## src/rtl/serial_add_sequencer.sv

```systemverilog
// Bit-serial adder shared by two requesters: round-robin grant, LSB-first stepping
// of one full-adder cell over WIDTH cycles, result and carry returned with a per-requester ack.
module serial_add_sequencer #(
    parameter int WIDTH = 8
) (
    input  logic             clk,
    input  logic             rst_n,
    input  logic             req0,
    input  logic [WIDTH-1:0] a0,
    input  logic [WIDTH-1:0] b0,
    input  logic             req1,
    input  logic [WIDTH-1:0] a1,
    input  logic [WIDTH-1:0] b1,
    output logic             busy,
    output logic             ack0,
    output logic             ack1,
    output logic [WIDTH-1:0] result,
    output logic             cout
);

    localparam int CW = (WIDTH > 1) ? $clog2(WIDTH) : 1;
    localparam logic [CW-1:0] LAST_BIT = CW'(WIDTH - 1);

    typedef enum logic [1:0] {IDLE, RUN, DONE} state_t;

    // Handshake: reqN is a level held by the client until ackN; ackN is a
    // one-cycle pulse during which result/cout already carry that client's sum.
    state_t           state, state_nxt;
    logic [WIDTH-1:0] opa, opb, sum_sr;
    logic             carry;
    logic [CW-1:0]    cnt;
    logic             gid, last_id;
    logic             grant, grant_id;
    logic             fa_s, fa_co;
    logic             ab_x, ab_a, xc_a;

    // Shared single-bit full-adder cell built from primitive gates.
    xor g_x1 (ab_x, opa[0], opb[0]);
    xor g_x2 (fa_s, ab_x, carry);
    and g_a1 (ab_a, opa[0], opb[0]);
    and g_a2 (xc_a, ab_x, carry);
    or  g_o1 (fa_co, ab_a, xc_a);

    always_ff @(posedge clk or negedge rst_n) begin
        if (!rst_n) state <= IDLE;
        else        state <= state_nxt;
    end

    always_comb begin
        state_nxt = state;
        grant     = 1'b0;
        grant_id  = 1'b0;
        case (state)
            IDLE: begin
                if (req0 && req1) begin
                    grant    = 1'b1;
                    grant_id = ~last_id;
                end else if (req0 || req1) begin
                    grant    = 1'b1;
                    grant_id = req1;
                end
                if (grant) state_nxt = RUN;
            end
            RUN:     if (cnt == LAST_BIT) state_nxt = DONE;
            DONE:    state_nxt = IDLE;
            default: state_nxt = IDLE;
        endcase
    end

    always_ff @(posedge clk or negedge rst_n) begin
        if (!rst_n) begin
            opa     <= '0;
            opb     <= '0;
            sum_sr  <= '0;
            carry   <= 1'b0;
            cnt     <= '0;
            gid     <= 1'b0;
            last_id <= 1'b1;
            result  <= '0;
            cout    <= 1'b0;
        end else begin
            if (grant) begin
                opa    <= grant_id ? a1 : a0;
                opb    <= grant_id ? b1 : b0;
                sum_sr <= '0;
                carry  <= 1'b0;
                cnt    <= '0;
                gid    <= grant_id;
            end
            if (state == RUN) begin
                opa    <= opa >> 1;
                opb    <= opb >> 1;
                sum_sr <= {fa_s, sum_sr[WIDTH-1:1]};
                carry  <= fa_co;
                cnt    <= cnt + 1'b1;
                // Output registers take the finished sum on the final bit so they
                // are already valid during the DONE cycle alongside the ack.
                if (cnt == LAST_BIT) begin
                    result <= {fa_s, sum_sr[WIDTH-1:1]};
                    cout   <= fa_co;
                end
            end
            if (state == DONE) last_id <= gid;
        end
    end

    assign busy = (state != IDLE);
    assign ack0 = (state == DONE) && !gid;
    assign ack1 = (state == DONE) && gid;

endmodule
```

## config.mk

```make
export PLATFORM = sky130hd
export DESIGN_NAME = serial_add_sequencer
export DESIGN_NICKNAME = d
export VERILOG_FILES = /design/src/rtl/serial_add_sequencer.sv
export SDC_FILE = /design/constraint.sdc
export NUM_CORES = 1
export LEC_CHECK = 0
export CORE_ASPECT_RATIO = 1.5
export CORE_MARGIN = 10
export CORE_UTILIZATION = 46
export CTS_CLUSTER_DIAMETER = 150
export CTS_CLUSTER_SIZE = 12
export DETAILED_ROUTE_END_ITERATION = 12
export HOLD_SLACK_MARGIN = 0.02
export PLACE_DENSITY = 0.83
export RECOVER_POWER = 100
export REMOVE_ABC_BUFFERS = 1
export SYNTH_ARGS = -nofsm -noshare
export SYNTH_HDL_FRONTEND = slang
export SYNTH_SLANG_ARGS = --single-unit
```

## constraint.sdc

```tcl
create_clock -name clk -period 1.7 [get_ports clk]
set_clock_uncertainty 0.15 [all_clocks]
set_input_delay 0.255 -clock clk [delete_from_list [all_inputs] [get_ports clk]]
set_output_delay 0.255 -clock clk [all_outputs]
set_load 0.05 [all_outputs]
```

==> impl_metrics.yaml <==
timing:
  fin_crit_sh: 0.9940
  timing.fmax_mhz: 591.8
  slew_violations: 0
  tns_ns: 0
  rsz0062_at_grt: "true"
  worst_pin_slew_ns: 1.061
  hold_viol: 0
  final.min_clock_period_ns: 1.690
  setup_ws_ns: 0.01017
  setup_viol: 0
  slew_headroom: 0.2928
global_routing:
  antenna_found_initial: 0
  grt_use_total: 0.1247
  grt_pass1_wl_um: 7258
  grt_max_degree: 23
  gr-total-overflow: 0
  grt_pass1_vias: 1572
detailed_routing:
  routed_via_density: 5.426
  drt-total-wl_um: 4295
  wl_per_cell_um: 15.91
  drc: 0
  antenna_left: 0
  num_vias: 1465
  drt_iter0_drc: 135
  dr.pass1.iters: 5
critical_path:
  cp_max_fo: 5
  crit_path_start: "state[0]"
  rr_startpoint: "cnt[0]"
  crit_path_end_kind: "output pin"
  worst-setup-path-type: "flip-flop to output pin"
  cp.required_ns: 1.29
  worstSetupStartpointType: "flip-flop"
  worstPathArrival_ns: 1.28
run:
  maxCapViolCount: 0
outcome:
  status: "complete, no violations"
synth:
  synthXorXnorAreaFrac: 0
  synthMuxAreaShare: 0.1395
  synth_top_family_by_area: "compound AO/OA/AOI/OAI gates"
  synthAdderAreaFrac: 0.02403
  syn_avg_cell_area_um2: 11.16
  yosysSeqAreaShare: 0.5347
  synth-compound-area-share: 0.1535
  synthesis.area_mm2: 0.001874
  netlist_instances: 168
  yosys_register_bits: 40
  synth_warnings: 0
  synthSimpleGateAreaFrac: 0.08278
  synth_cell_type_count: 28
hold_path:
  worstHoldStart: "opa[7]"
  hold_path_class: "flip-flop to flip-flop"
final_layout:
  area_growth_syn_to_layout_pct: 36.65
  fill_cells: 313
  drive_above_1_share: 0.2044
  final_cells: 270
  n_antenna_cell: 0
  nNetsFinal: 263
  postLayoutCoreUtil: 0.6470
  final_area_mm2: 0.002561
placement:
  dpl_worst_slack_ns: -0.1271
  place.gp.congestion: 0.7865
  dpl-instance-area_mm2: 0.002451
  dp.cells: 261
  portBuffers: 47
  place_hpwl_um: 3248
cts:
  numCtsBuffers: 5
  postCtsSetupBuffers: 0
  cts-root-buf: "clkbuf_8"
  clk_pin_slew_ns: 0.07
  clock_latency_ns: 0.29
  cts_buffer_depth: 2
  cts_tree: "done"
  ctsHtreeMaxLevel: 2
  cts.sinks: 40
power:
  peakVddDrop_mv: 1.282
  power_leakage_nw: 1.145
  power_density_mw_per_mm2: 1656
floorplan:
  fp-row-count: 28
  dieWidth_um: 72.12
  dieArea_mm2: 0.007080
  num_io_pins: 48
  core_area_mm2: 0.003959
  start_util: 0.4735
  dieHeight_um: 98.18
## final timing paths
| kind | to | slack, ns | cells past startpoint |
|---|---|---|---|
| max reg2reg | result[6] | 0.11 | 4 |
| min in group asynchronous | opa[4] | 0.52 | 2 |
| min reg2reg | opa[6] | 0.33 | 2 |
| min | opa[6] | 0.33 | 2 |
| max | ack1 | 0.01 | 3 |
| max in group asynchronous | last_id | 0.14 | 3 |
## worst max-delay path, stage by stage (launching register included)
cell      delay [ns]
dfrtp_1         0.44
nand2b_1        0.22
nor2_2          0.17
buf_12          0.16
## synthesized netlist by cell type
master	n	area share
nand2_4	1	0.0060
dfstp_2	1	0.014
mux2i_1	16	0.085
mux2_2	9	0.054
o21ai_1	1	0.0027
buf_4	1	0.0040
clkbuf_2	1	0.0027
o21ai_2	1	0.0047
clkbuf_1	1	0.0020
o221ai_1	13	0.061
o211ai_2	1	0.0067
nand2_1	28	0.056
nor2_1	4	0.0080
buf_12	1	0.011
inv_1	10	0.020
buf_2	3	0.0080
o22ai_1	1	0.0033
nor2b_1	1	0.0033
a21o_1	1	0.0040
buf_6	3	0.018
ha_1	2	0.013
a21boi_2	1	0.0060
o21a_1	1	0.0040
dfrtp_1	39	0.52
nor3_1	1	0.0027
nand2b_1	2	0.0067
o21ai_0	23	0.061
fa_1	1	0.011
## per-stage QoR
step           hold WS [ns]  total power, mW
3_5_place_dp        0.07491            3.610
5_1_grt              0.3741            4.553
4_1_cts              0.2971            4.255
2_1_floorplan       -0.1906            2.825
6_report             0.3312            4.241
3_3_place_gp        0.06764            3.549
## state kept, by name, summed over array words and instances, names as in the netlist
name / cells
gid: 1
cnt: 3
state: 2
carry: 1
result: 8
opa: 8
opb: 8
sum_sr: 7
cout: 1
last_id: 1
## per-layer routing
layer,GRT usage,part of all wire,vias up
met5,0,0,-
met4,0.03288,0.011,0
met3,0.05167,0.074,7
met2,0.2134,0.51,45
met1,0.1363,0.41,713
li1,-,-,700
## layout by cell type, fill, tap and decap left out
cell type / instances
mux2i_1: 16
buf_6: 1
o211ai_2: 1
clkdlybuf4s50_1: 34
nand2b_1: 2
a21boi_2: 1
dfstp_2: 1
fa_1: 1
nand2_4: 1
nand2_1: 28
o21a_1: 1
dlygate4sd3_1: 1
buf_4: 15
buf_12: 7
nor2b_1: 1
a21o_1: 1
dfrtp_1: 39
nor2_2: 3
inv_1: 10
clkbuf_8: 6
mux2_2: 9
o22ai_1: 1
o21ai_2: 1
nor2_1: 1
clkbuf_1: 3
o21ai_0: 23
o221ai_1: 13
nor3_1: 1
ha_1: 2
o21ai_1: 1
## cell type report
class                   instances  area (um2)  share of cell area
flip-flops and latches         40        1002              0.3913
clock buffers                   8       90.09             0.03517
multi-input cells             108       757.0              0.2956
repair buffers                 59       618.1              0.2413
inverters                      10       37.54             0.01466
well taps                      45       56.30             0.02198
## cell families (layout without fill, tap and decap cells)
logic type / count (synthesis) / in the layout
fa+ha+maj: 3 / 3
simple gates: 37 / 37
flops: 40 / 40
mux: 25 / 25
compound gates: 43 / 43
buf+inv: 20 / 77
## power breakdown
group | internal [mW] | switching [mW]
logic | 0.827 | 1.15
clock network | 0.331 | 0.306
registers | 1.38 | 0.241
total | 2.54 | 1.70
## repair_timing
| action | CTS | global route |
|---|---|---|
| hold buffers | 1 | 0 |
| resized for setup | 1 | 3 |
| endpoints found under the setup margin | 1 | 3 |
| endpoints found under the hold margin | 18 | 0 |
| cloned | 0 | 0 |
(Power assumes the default switching activity.)
